`config.mk`:
```
export PLATFORM = sky130hd
export DESIGN_NAME = usb_rw_xact_ctrl
export DESIGN_NICKNAME = d
export VERILOG_FILES = /design/src/rtl/usb_rw_xact_ctrl.sv
export SDC_FILE = /design/constraint.sdc
export NUM_CORES = 1
export LEC_CHECK = 0
export CAP_MARGIN = 20
export CELL_PAD_IN_SITES_DETAIL_PLACEMENT = 2
export CELL_PAD_IN_SITES_GLOBAL_PLACEMENT = 2
export CORE_MARGIN = 2
export CORE_UTILIZATION = 31
export DETAILED_ROUTE_END_ITERATION = 8
export GPL_ROUTABILITY_DRIVEN = 1
export PLACE_DENSITY_LB_ADDON = 0.1
export REMOVE_ABC_BUFFERS = 1
export SETUP_SLACK_MARGIN = 0.3
export SLEW_MARGIN = 5
export SYNTH_ARGS = -nofsm -noshare
export SYNTH_HDL_FRONTEND = slang
export SYNTH_SLANG_ARGS = --single-unit
```
`constraint.sdc`:
```
create_clock -name clock -period 4 [get_ports clock]
set_input_delay 0.6 -clock clock [delete_from_list [all_inputs] [get_ports clock]]
set_output_delay 0.6 -clock clock [all_outputs]
set_load 0.03 [all_outputs]
```
`src/rtl/usb_rw_xact_ctrl.sv`:
```
// Page read/write sequencer over the USB OUT/IN transaction engines, with per-phase retry and a done-watchdog.
// Optional readback verify of writes (VF_ADDR/VF_DATA) when RW_READBACK_VERIFY_EN is defined.
module usb_rw_xact_ctrl #(
  parameter int DATA_W      = 64,
  parameter int ADDR_W      = 16,
  parameter int ADDR_ENDP   = 4,
  parameter int DATA_ENDP   = 8,
  parameter int MAX_RETRY   = 3,
  parameter int TIMEOUT_CYC = 4096
) (
  input  logic              clock,
  input  logic              reset_n,
  input  logic              read_start,
  input  logic              write_start,
  input  logic [ADDR_W-1:0] mempage,
  input  logic [DATA_W-1:0] write_data,
  output logic              busy,
  output logic              read_success,
  output logic              write_success,
  output logic              failure,
  output logic [DATA_W-1:0] read_data,
  output logic              out_start,
  output logic [3:0]        out_endp,
  output logic [DATA_W-1:0] out_data,
  input  logic              out_done,
  input  logic              out_success,
  output logic              in_start,
  input  logic              in_done,
  input  logic              in_success,
  input  logic [DATA_W-1:0] in_data
);

  localparam int WD_W  = $clog2(TIMEOUT_CYC + 1);
  localparam int ATT_W = (MAX_RETRY < 1) ? 1 : $clog2(MAX_RETRY + 1);
  localparam logic [3:0] ADDR_EP = 4'(ADDR_ENDP);
  localparam logic [3:0] DATA_EP = 4'(DATA_ENDP);

  typedef enum logic [2:0] {
    S_IDLE,
    S_RD_ADDR,
    S_RD_DATA,
    S_WR_ADDR,
    S_WR_DATA
`ifdef RW_READBACK_VERIFY_EN
    ,
    S_VF_ADDR,
    S_VF_DATA
`endif
  } state_t;

  state_t            r_state;
  logic [ADDR_W-1:0] r_page;
  logic [DATA_W-1:0] r_wdata;
  logic [WD_W-1:0]   r_wd;
  logic [ATT_W-1:0]  r_att;

  logic w_wait_out;
  logic w_wait_in;
  logic w_done;
  logic w_ok;
  logic w_timeout;
  logic w_can_retry;

  function automatic logic [DATA_W-1:0] addr_pkt(input logic [ADDR_W-1:0] page);
    return DATA_W'(page) << (DATA_W - ADDR_W);
  endfunction

  always_comb begin
    w_wait_out = 1'b0;
    w_wait_in  = 1'b0;
    case (r_state)
      S_RD_ADDR, S_WR_ADDR, S_WR_DATA: w_wait_out = 1'b1;
      S_RD_DATA:                       w_wait_in  = 1'b1;
`ifdef RW_READBACK_VERIFY_EN
      S_VF_ADDR:                       w_wait_out = 1'b1;
      S_VF_DATA:                       w_wait_in  = 1'b1;
`endif
      default: ;
    endcase
  end

  // A done in the same cycle as the watchdog expiry takes precedence over the timeout.
  assign w_done      = (w_wait_out & out_done) | (w_wait_in & in_done);
  assign w_ok        = (w_wait_out & out_success) | (w_wait_in & in_success);
  assign w_timeout   = (r_wd == WD_W'(TIMEOUT_CYC - 1));
  assign w_can_retry = (r_att < ATT_W'(MAX_RETRY));

  always_ff @(posedge clock or negedge reset_n) begin
    if (!reset_n) begin
      r_state       <= S_IDLE;
      r_page        <= '0;
      r_wdata       <= '0;
      r_wd          <= '0;
      r_att         <= '0;
      busy          <= 1'b0;
      read_success  <= 1'b0;
      write_success <= 1'b0;
      failure       <= 1'b0;
      read_data     <= '0;
      out_start     <= 1'b0;
      out_endp      <= '0;
      out_data      <= '0;
      in_start      <= 1'b0;
    end else begin
      out_start     <= 1'b0;
      in_start      <= 1'b0;
      read_success  <= 1'b0;
      write_success <= 1'b0;
      failure       <= 1'b0;
      if (r_state == S_IDLE) begin
        if (read_start || write_start) begin
          r_state   <= read_start ? S_RD_ADDR : S_WR_ADDR;
          r_page    <= mempage;
          r_wdata   <= write_data;
          r_wd      <= '0;
          r_att     <= '0;
          busy      <= 1'b1;
          out_start <= 1'b1;
          out_endp  <= ADDR_EP;
          out_data  <= addr_pkt(mempage);
        end
      end else if (w_done && w_ok) begin
        r_wd  <= '0;
        r_att <= '0;
        case (r_state)
          S_RD_ADDR: begin
            r_state  <= S_RD_DATA;
            in_start <= 1'b1;
          end
          S_RD_DATA: begin
            r_state      <= S_IDLE;
            busy         <= 1'b0;
            read_success <= 1'b1;
            read_data    <= in_data;
          end
          S_WR_ADDR: begin
            r_state   <= S_WR_DATA;
            out_start <= 1'b1;
            out_endp  <= DATA_EP;
            out_data  <= r_wdata;
          end
`ifdef RW_READBACK_VERIFY_EN
          S_WR_DATA: begin
            r_state   <= S_VF_ADDR;
            out_start <= 1'b1;
            out_endp  <= ADDR_EP;
            out_data  <= addr_pkt(r_page);
          end
          S_VF_ADDR: begin
            r_state  <= S_VF_DATA;
            in_start <= 1'b1;
          end
          S_VF_DATA: begin
            r_state       <= S_IDLE;
            busy          <= 1'b0;
            write_success <= (in_data == r_wdata);
            failure       <= (in_data != r_wdata);
          end
`else
          S_WR_DATA: begin
            r_state       <= S_IDLE;
            busy          <= 1'b0;
            write_success <= 1'b1;
          end
`endif
          default: begin
            r_state <= S_IDLE;
            busy    <= 1'b0;
          end
        endcase
      end else if (w_done || w_timeout) begin
        r_wd <= '0;
        if (w_can_retry) begin
          r_att     <= r_att + 1'b1;
          out_start <= w_wait_out;
          in_start  <= w_wait_in;
        end else begin
          r_state <= S_IDLE;
          busy    <= 1'b0;
          failure <= 1'b1;
        end
      end else begin
        r_wd <= r_wd + 1'b1;
      end
    end
  end

endmodule
```
### After elaboration in Yosys (flattened, before gate mapping)

Index checks and enable logic that the tools add are counted.

| cells by class | value |
|---|---|
| reduce and logical (&&, ||, !) cells | 16 |
| mux-type cells | 52 |
| eq/ne operators | 8 |
| bitwise gates (word level) | 7 |
| $lt $le $gt $ge | 1 |
| add/subtract/negate cells | 2 |

Operator list:

| kind | number |
|---|---|
| $mux 64 | 4 |
| $mux 13 | 4 |
| $mux 1 | 28 |
| $mux 4 | 4 |
| $mux 3 | 5 |
| $add 13x1->13 const B | 1 |
| $eq 13x12->1 const B | 1 |
| $mux 2 | 6 |
| $reduce_and 3->1 | 4 |
| $eq 3x2->1 const B | 2 |
| $pmux 3 s2 | 1 |
| $reduce_bool 3->1 | 2 |
| $and 1x1->1 | 4 |
| $reduce_and 4->1 | 1 |
| $reduce_bool 2->1 | 2 |
| $eq 3x1->1 const B | 1 |
| $eq 3x3->1 const B | 1 |
| $logic_not 3->1 | 1 |
| $ne 3x1->1 const B | 1 |
| $ne 3x3->1 const B | 1 |
| $reduce_or 3->1 | 1 |
| $add 2x1->2 const B | 1 |
| $logic_or 1x1->1 | 2 |
| $lt 2x2->1 const B | 1 |
| other kinds (6) | 7 |

| word-level totals | value |
|---|---|
| word-level logic and storage cells | 99 |
| output and inout port bits | 138 |
| flip-flop bits (word level) | 220 |
| input port bits | 152 |

### Depth between registers and ports, before layout

Gate-level depths: netlist of the first run.

| logic depth | value |
|---|---|
| depth after elaboration | 9 |
| mapped depth | 7 |
| depth with buffers taken out | 5 |

### Worst setup path after synthesis of the first run

No wires, ideal clock.

| timing | value |
|---|---|
| path kind | reg-to-reg |
| from | register r_wd[0] |
| to | register busy |
| clock period less this slack | 1.931 ns |
| required time | 3.879 ns |
| setup slack | 2.069 ns |
| arrival time | 1.810 ns |
| cell stages (with the launch flop) | 7 |
| buffers on the path | 1 |
| path through | dfrtp_1 ha_1 nand3_1 or4_1 buf_2 a211o_1 o22a_1 |

| on the way | value |
|---|---|
| longest elaborated chain between the ends | 4 |

RTL lines:

| element | RTL line | source |
|---|---|---|
| from (decl) | 54 | `logic [WD_W-1:0] r_wd;` |
| from (signal assigned) | 183 | `r_wd <= r_wd + 1'b1;` |
| $eq 13x12->1 | 85 | `assign w_timeout = (r_wd == WD_W'(TIMEOUT_CYC - 1));` |
| $logic_or 1x1->1 | 171 | `end else if (w_done \|\| w_timeout) begin` |
| $reduce_bool 3->1 (no line) | - |  |
| $reduce_and 4->1 (no line) | - |  |
| to (signal assigned) | 95 | `busy <= 1'b0;` |
| to (signal assigned) | 168 | `busy <= 1'b0;` |
| to (signal assigned) | 179 | `busy <= 1'b0;` |
| to (decl) | 17 | `output logic busy,` |

Every way passes these cells.
A chain may end at the register's enable or synchronous reset.

### Worst setup path after layout of the first run

| timing | value |
|---|---|
| from | register r_state[2] |
| to | register r_att[1] |

| on the way | value |
|---|---|
| longest elaborated chain between the ends | 8 |

RTL lines:

| element | RTL line | source |
|---|---|---|
| from (decl) | 51 | `state_t r_state;` |
| from (signal assigned) | 112 | `r_state <= read_start ? S_RD_ADDR : S_WR_ADDR;` |
| $eq 3x2->1 (tied with other cells) | 71 | `case (r_state)` |
| $reduce_or 3->1 | 71 |  |
| $mux 1 | 71 |  |
| $and 1x1->1 (on tied branches) | 83, 84 |  |
| $or 1x1->1 (on tied branches) | 83, 84 |  |
| $logic_and 1x1->1 or $logic_or 1x1->1 (tied branches) | 122, 171 |  |
| $reduce_bool 3->1 (no line) or $mux 2 (tied branches) | - |  |
| $reduce_and 3->1 (no line) or $mux 2 (tied branches) | - |  |
| to (signal assigned) | 174 | `r_att <= r_att + 1'b1;` |
| to (decl) | 55 | `logic [ATT_W-1:0] r_att;` |

Parallel ways exist; a longest one is shown, timed or not.

==> impl_metrics.csv, run 1 <==
group,metric,value,unit
clock_tree,cts_resized,0,
die,die_y,171,um
logic_synthesis,ys_seq_area_share,63.4,%
global_route,grt_pass1_vias,7567,
global_route,busiest_layer,"met2",
sta,tightestPinTransition,0.881,ns
clock_tree,clk_path_buf_depth,3,
power_and_ir_drop,p_per_area,828,mW/mm^2
die,rows,61,
die,fp.coreArea,0.0276,sq mm
min_path,hold_class,"primary input to asynchronous set/reset pin",
sta,rsz0062_at_grt,"false",
sta,setup_slack,1.45,ns
global_route,grt_util_met3,6.52,%
drt,wl,27.9,mm
logic_synthesis,synth_edf_count,0,
place,pre_cts_slack,1.33,ns
place,numPortBuffers,287,
sta,finClkSkew,0.00951,ns
drt,wire_per_inst,19.6,um
logic_synthesis,avgSynthCellArea,11.6,sq um
setup_path,worst-r2r-setup-slack,1.45,ns
power_and_ir_drop,total_power,0.0106,W
sta,setup_violations,0,
logic_synthesis,synth_top_cell_area_share,63.4,%
drt,vias,6809,
global_route,grtUsageMet1,23.8,%
global_route,track_usage,19.2,%
global_route,grt_pass1_wl,43.5,mm
setup_path,cp.arrival,2.98,ns
logic_synthesis,synth-main-ff-cell,"dfrtp_1",
setup_path,end_kind,"register",
sta,fin_crit_sh,63.7,%
drt,via_per_inst,4.80,
global_route,antenna_found_initial,0,
drt,ant_nets,0,
die,ios,290,
drt,drc,0,
clock_tree,clock-sinks,218,
clock_tree,clkTransAtPathRegs,0.06,ns
flow_run,maxCapViolCount,0,
place,hpwlAfterDp,18.8,mm
die,start_util,31.2,%
logic_synthesis,yosysTopAreaCell,"dfrtp_1",
drt,dr.pass1.iters,4,
setup_path,cp_max_fo,17,
setup_path,crit_slowest_cell,"nor3_2",
logic_synthesis,synth.cell_area,0.00861,sq mm
sta,min_period,2.55,ns
clock_tree,cts_setup_buffers,0,
setup_path,path_class,"register to register",
sta,fmax,0.392,GHz
global_route,grt_max_degree,101,
logic_synthesis,syn_inst,741,
clock_tree,hold_buffers,0,
clock_tree,cts_tree,"built",
global_route,grt_use_met2,32.5,%
sta,finalHoldViolations,0,
logic_synthesis,synth_seq_cells,218,
logic_synthesis,synth_cell_type_count,53,
finish,layout_common_cells,"clkdlybuf4s50_1, nand2_1, dfrtp_1",
clock_tree,htree_levels,1,
clock_tree,clock_latency,0.52,ns
logic_synthesis,ys_async_sr_fraction,100,%
logic_synthesis,yosysWarnings,0,
power_and_ir_drop,peakVddDrop,0.271,mV
sta,maxSlewViolCount,0,
logic_synthesis,synth_area_leaders,"dfrtp_1, nand2_1, mux2_2, a22o_1, mux2i_1",
die,die_width,171,um
finish,nNetsFinal,1177,
finish,final_common_cell,"clkdlybuf4s50_1",
global_route,grt-ovfl-total,0,
power_and_ir_drop,power_leakage,5.73,nW
place,place_congestion,0.752,
setup_path,crit_chain,"nor3_2, buf_4, nand2_1, and2_1, o221ai_1",
drt,drt_iter0_drc,261,
sta,relSlewSlack,41.3,%
clock_tree,cts_made_buffers,27,
setup_path,critPathRequiredTime,4.43,ns
run_status,status,"complete, no violations",
setup_path,start_kind,"register",
finish,drive_gt1_share,12.1,%
clock_tree,cts-root-buf,"clkbuf_16",
finish,syn2layout_area_growth,48.5,%
setup_path,max_stage_delay,0.67,ns
die,die_area,0.0291,sq mm
==> metal layers <==
| metal | wire length, um | vias up |
|---|---|---|
| met4 | 421 | 0 |
| met1 | 11600 | 3450 |
| li1 | - | 3104 |
| met5 | 0 | - |
| met3 | 2600 | 32 |
| met2 | 13300 | 223 |
==> through the flow <==
step | cells | util, % | setup TNS (ns) | hold slack [ns] | instance area, sq um
after floorplan | 697 | - | -228.37 | 0.304 | 8420
after global placement | 1372 | 43.4 | 0 | 0.457 | 12000
after detailed placement | 1372 | 43.4 | 0 | 0.468 | 12000
after CTS | 1418 | 46.4 | 0 | 0.160 | 12800
after global routing | 1418 | 46.4 | 0 | 0.208 | 12800
final | 1419 | 46.4 | 0 | 0.141 | 12800
==> Yosys cell counts (all sizes together) (3+ instances only) <==
cell,number
nand2,224
dfrtp,218
mux2,64
a22o,48
buf,23
o21ai,23
clkbuf,22
mux2i,18
a31oi,9
nor2,9
a21oi,8
inv,7
nand3,6
and2,4
nand2b,4
or3,4
nand4,3
nor4bb,3
==> path summary, 6_finish.rpt <==
| check | from | end | cells after the start |
|---|---|---|---|
| worst min-delay path | reset_n | read_data[36] | 1 |
| worst max register to register | r_state[2] | r_att[1] | 5 |
| worst min register to register | r_wdata[6] | r_wdata[6] | 2 |
| worst max-delay path | r_state[2] | r_att[1] | 5 |
| min in group clock | r_wdata[6] | r_wdata[6] | 2 |
| max in group asynchronous | reset_n | read_data[52] | 2 |
==> flip-flops by register name, summed over array words and instances, names as in the netlist, 2 cells and up <==
register and cells:
read_data 64, r_wdata 64, r_state 3, r_wd 13, out_endp 2, out_data 64, r_att 2
==> worst max-delay path, delay by kind of cell (launching register included) <==
kind            cells  cell delay, ns
simple gates        3            1.27
buf+inv             1            0.45
flops               1            0.57
compound gates      1            0.15
==> power by group <==
| group | internal (W) | switching (W) |
|---|---|---|
| clock | 0.00137 | 0.000935 |
| sequential | 0.00313 | 0.000592 |
| combinational | 0.00193 | 0.00263 |
==> kinds of logic (layout without fill, tap and decap cells) <==
family	after synthesis	count (layout)	synth area share, %
muxes	82	82	10.5
DFF	218	218	63.4
AOI/OAI and AO/OA	112	112	9.71
other	1	3	0.0436
and+or+nand+nor	272	272	13.3
buffers and inverters	52	350	2.59
adders and majority gates	2	2	0.291
xor gates and xnor gates	2	2	0.203
==> final cells by class <==
class                      instances  area [sq um]
fill                            2827         14800
sequential                       218          5460
timing repair buffer             297          3020
multi-input combinational        472          2990
clock buffer                      37           753
tap                              378           473
clock inverter                     9          73.8
inverter                           7          26.3
antenna                            1          2.50
(Power assumes the default switching activity.)
==> run 2: changes to the inputs <==
CORE_UTILIZATION = 28   (was 31)
clock period = 2.61 ns   (was 4 ns; I/O delays follow)
==> run 2 against run 1 <==
Non-clock buffer count up 15. Clock skew shrank 0.0021 ns. Register-to-register slack got worse by 0.92 ns. Combinational power up 59%. Sequential share of layout area fell by 0.69 points. Sequential cell count stayed put. First-iteration DRC count shrank 23%. Utilization fell by 3.7 points. Global-route usage shrank 1.6 points. Hold slack better by 0.21 ns. Largest power group unchanged.
==> impl_metrics.csv, run 2 (synthesis results as in run 1) <==
group,metric,value,unit
power_and_ir_drop,total_power,0.0165,W
sta,fmax,0.482,GHz
clock_tree,cts_made_buffers,27,
power_and_ir_drop,p_per_area,1270,mW/mm^2
die,die_width,179,um
finish,nNetsFinal,1192,
die,ios,290,
drt,via_per_inst,4.71,
flow_run,maxCapViolCount,0,
sta,relSlewSlack,52.9,%
drt,wl,28.5,mm
place,hpwlAfterDp,19.5,mm
sta,maxSlewViolCount,0,
power_and_ir_drop,power_leakage,5.82,nW
finish,final_common_cell,"clkdlybuf4s50_1",
drt,dr.pass1.iters,4,
finish,layout_common_cells,"clkdlybuf4s50_1, nand2_1, dfrtp_1",
place,pre_cts_slack,0.377,ns
run_status,status,"complete, no violations",
sta,finalHoldViolations,0,
place,numPortBuffers,287,
clock_tree,cts_tree,"built",
clock_tree,clk_path_buf_depth,3,
setup_path,max_stage_delay,0.59,ns
sta,tightestPinTransition,0.704,ns
drt,wire_per_inst,19.6,um
finish,final_util,42.7,%
sta,rsz0062_at_grt,"false",
clock_tree,cts_setup_buffers,0,
power_and_ir_drop,peakVddDrop,0.494,mV
drt,drt_iter0_drc,200,
die,die_y,179,um
global_route,antenna_found_initial,1,
setup_path,crit_slowest_cell,"or4_4",
setup_path,start_kind,"register",
finish,top_regs,"out_data (64), r_wdata (64), read_data (64)",
finish,syn2layout_area_growth,50.9,%
global_route,grt-ovfl-total,0,
sta,finClkSkew,0.00740,ns
finish,drive_gt1_share,13.2,%
setup_path,critPathRequiredTime,3.00,ns
global_route,grt_pass1_vias,7597,
clock_tree,htree_levels,1,
clock_tree,clkTransAtPathRegs,0.06,ns
setup_path,cp.arrival,2.47,ns
setup_path,cp_max_fo,10,
drt,drc,0,
setup_path,path_class,"register to register",
sta,setup_violations,0,
setup_path,worstRegToRegCells,6,
drt,vias,6842,
setup_path,crit_end,"r_att[0]",
sta,min_period,2.08,ns
place,place_congestion,0.731,
drt,ant_nets,0,
min_path,hold_class,"primary input to asynchronous set/reset pin",
clock_tree,clock-sinks,218,
finish,nFillCells,3133,
setup_path,crit_chain,"ha_1, nand3_1, or4_4, buf_4, nand2_1, a32oi_1",
die,die_area,0.0322,sq mm
sta,fin_crit_sh,79.5,%
global_route,grt_max_degree,66,
global_route,grt_pass1_wl,44.3,mm
clock_tree,clock_latency,0.53,ns
setup_path,startpoint,"r_wd[0]",
setup_path,reg2reg_from,"r_wd[0]",
setup_path,end_kind,"register",
setup_path,r2r-end,"r_att[0]",
global_route,track_usage,17.6,%
setup_path,worst-r2r-setup-slack,0.53,ns
die,fp.coreArea,0.0304,sq mm
die,rows,64,
clock_tree,cts-root-buf,"clkbuf_16",
die,start_util,28.3,%
sta,setup_slack,0.535,ns
## run 2: cell count changes in the layout (fill, tap and decap cells not counted), sizes merged
| cell | before | now |
|---|---|---|
| clkinv | 7 | 2 |
| clkbuf | 37 | 42 |
| dlygate4sd3 | 0 | 1 |
| bufinv | 1 | 2 |
| buf | 11 | 25 |
## run 2: per-layer routing
metal	part of all wire, %	GRT usage [%]
met4	1.3	3.43
met5	0	0
met2	45	28.4
met1	43	22.7
met3	10	6.52
## run 2: worst min path at each step
stage | startpoint | slack, ns | endpoint | cells after the start
global placement | reset_n | 0.34 | read_data[24] | 1
detailed placement | reset_n | 0.32 | r_wdata[48] | 1
floorplan | reset_n | 0.1 | busy | 0
finish | reset_n | 0.35 | r_wdata[48] | 2
CTS | reset_n | 0.35 | r_wdata[48] | 2
global route | reset_n | 0.38 | r_wdata[48] | 2
## run 2: area by class of cell
cell class / count / area (sq um) / area share, %
antenna: 1 / 2.50 / 0.0193
clock buffer: 42 / 792 / 6.09
clock inverter: 5 / 78.8 / 0.607
inverter: 7 / 26.3 / 0.202
multi-input combinational: 472 / 2990 / 23.0
sequential: 218 / 5460 / 42.0
tap: 396 / 495 / 3.81
timing repair buffer: 312 / 3160 / 24.3
## run 2: report_power, final
part | internal (W) | switching (W)
logic | 0.00306 | 0.00417
clock network | 0.00226 | 0.00146
registers | 0.00480 | 0.000774
## run 2: worst max-delay path, delay by kind of cell (launching register included)
kind / cells / cell delay [ns]
buffers and inverters: 1 / 0.20
AND/OR/NAND/NOR: 3 / 0.93
flip-flops: 1 / 0.41
AO/OA/AOI/OAI: 1 / 0.15
adder cells (fa/ha/maj): 1 / 0.24
## run 2: stage by stage
step	cells	TNS (ns)	instance area [sq um]	hold slack (ns)
final	1453	0	13000	0.349
after global routing	1452	0	13000	0.382
after CTS	1452	0	13000	0.347
after detailed placement	1404	0	12100	0.325
after global placement	1404	0	12100	0.337
after floorplan	697	-509.81	8420	0.0959
## run 2: timing repair
| action | in CTS | in global routing |
|---|---|---|
| endpoints found under the setup margin | 0 | 7 |
| hold buffers | 1 | 0 |
| gates resized for setup | 0 | 1 |
| endpoints found under the hold margin | 41 | 0 |
==> run 3: changes to the inputs <==
CORE_UTILIZATION = 26   (was 28)
clock period = 1.7 ns   (was 2.61 ns; I/O delays follow)
==> run 3 against run 2 <==
The flow now finishes with violations (negative setup slack). Clock skew is 0.015 ns higher. Via count is 6.8% higher. Register-to-register slack worse by 0.63 ns. Design area is 12% higher. First-iteration DRC count is 16% lower. Global-route usage is 0.64 points higher. Cell count is 9.5% higher. Critical path depth is 2 higher. Power is 73% higher. Maximum frequency is 16% higher. Clock power is 62% higher. Non-clock buffer count is 92 higher. Largest cell class unchanged. Largest power group unchanged. Highest routed layer unchanged.
==> impl_metrics.csv, run 3 (synthesis results as in run 1) <==
group,metric,value,unit
sta,tns,-2.65,ns
die,start_util,26.5,%
drt,drt_iter0_drc,169,
clock_tree,cts_tree,"built",
die,die_width,186,um
die,die_area,0.0346,sq mm
global_route,grt-ovfl-total,0,
clock_tree,clk_path_buf_depth,3,
place,pre_cts_slack,-0.356,ns
drt,dr.pass1.iters,6,
setup_path,path_delay_family,"buffers and inverters",
finish,nNetsFinal,1284,
drt,via_per_inst,4.59,
finish,final_common_cell,"dfrtp_1",
sta,tightestPinTransition,0.524,ns
die,rows,66,
clock_tree,cts-root-buf,"clkbuf_16",
drt,wl,33.8,mm
sta,finClkSkew,0.0224,ns
drt,drc,0,
global_route,antenna_found_initial,0,
power_and_ir_drop,peakVddDrop,0.867,mV
place,hpwlAfterDp,20.7,mm
drt,wire_per_inst,21.2,um
setup_path,max_stage_delay,0.43,ns
sta,maxSlewViolCount,0,
setup_path,cp.arrival,2.20,ns
setup_path,path_common_cell,"buf_6",
clock_tree,clkTransAtPathRegs,0.06,ns
die,ios,290,
global_route,grt_pass1_vias,8050,
place,placed_cells_incl_taps,1501,
finish,antenna-diode-count,0,
setup_path,start_kind,"register",
sta,setup_violations,82,
global_route,track_usage,18.2,%
setup_path,path_buf_inv,5,
clock_tree,cts_made_buffers,27,
drt,ant_nets,0,
setup_path,crit_slowest_cell,"dfrtp_2",
drt,vias,7309,
finish,layout_common_cells,"dfrtp_1, clkdlybuf4s50_1, nand2_1",
setup_path,end_kind,"register",
place,numPortBuffers,287,
setup_path,path_class,"register to register",
setup_path,cp_max_fo,6,
finish,nFillCells,3287,
sta,rsz0062_at_grt,"true",
global_route,grt_max_degree,51,
die,die_y,186,um
clock_tree,htree_levels,1,
die,fp.coreArea,0.0325,sq mm
sta,fin_crit_sh,106,%
setup_path,critPathRequiredTime,2.10,ns
sta,min_period,1.80,ns
sta,setup_slack,-0.0960,ns
finish,top_regs,"out_data (64), r_wdata (64), read_data (64)",
run_status,failed_checks,"negative setup slack",
sta,fmax,0.557,GHz
sta,relSlewSlack,64.9,%
min_path,hold_class,"primary input to asynchronous set/reset pin",
global_route,grt_pass1_wl,48.3,mm
clock_tree,clock-sinks,218,
finish,syn2layout_area_growth,69.6,%
sta,finalHoldViolations,0,
finish,drive_gt1_share,45.2,%
clock_tree,clock_latency,0.54,ns
flow_run,maxCapViolCount,0,
place,place_congestion,0.757,
run_status,status,"finished with violations",
setup_path,crit_chain,"buf_12, buf_6, nand3b_1, buf_6, a2bb2oi_4, buf_8, clkbuf_16, a22o_1",
power_and_ir_drop,power_leakage,7.10,nW
power_and_ir_drop,p_per_area,1960,mW/mm^2
finish,fin_cells,1591,
-- run 3: area by class of cell --
type / instances / area (sq um) / share of cell area (%)
clock inverter: 11 / 163 / 1.11
tap: 442 / 553 / 3.79
sequential: 218 / 5460 / 37.4
multi-input combinational: 472 / 3710 / 25.4
inverter: 7 / 26.3 / 0.180
timing repair buffer: 404 / 3930 / 26.9
clock buffer: 37 / 763 / 5.23
-- run 3: power breakdown --
part           internal, W  leakage (nW)  switching, W  total (W)
clock network      0.00373         0.447       0.00229    0.00602
logic              0.00590          3.88       0.00793     0.0138
registers          0.00739          2.78       0.00132    0.00871
-- run 3: timing repair --
item	4_1_cts	5_1_grt
pin swaps	39	94
endpoints found under the setup margin	353	252
buffers inserted	13	10
hold endpoints to repair	174	0
hold buffers	1	0
resized for setup	778	239
cloned	6	12
-- run 3: routing by layer --
layer  track usage, %  routed length [um]  part of all wire (%)
met1             23.4               14200                    42
met2             30.4               16000                    47
met3             5.56                3100                   9.2
met4             3.46                 449                   1.3
met5                0                   0                     0
-- run 3: worst paths after layout --
| kind | cells past startpoint | startpoint | slack, ns | to |
|---|---|---|---|---|
| hold reg to reg | 2 | r_wdata[24] | 0.47 | r_wdata[24] |
| setup / recovery | 8 | r_state[2] | -0.1 | out_data[43] |
| hold / removal | 2 | reset_n | 0.17 | r_wdata[62] |
| min in group clock | 3 | write_data[8] | 0.27 | r_wdata[8] |
| setup reg to reg | 8 | r_state[2] | -0.1 | out_data[43] |
| max in group asynchronous | 4 | reset_n | 0.86 | out_data[11] |
-- run 3: per-stage QoR --
stage	util (%)	power (W)	hold slack [ns]	cell area, sq um
after CTS	41.7	0.0268	0.159	13600
after detailed placement	39.0	0.0205	0.136	12700
after floorplan	-	0.0144	-0.0406	8420
after global routing	44.9	0.0303	0.195	14600
final	44.9	0.0286	0.167	14600
after global placement	39.0	0.0202	0.136	12700
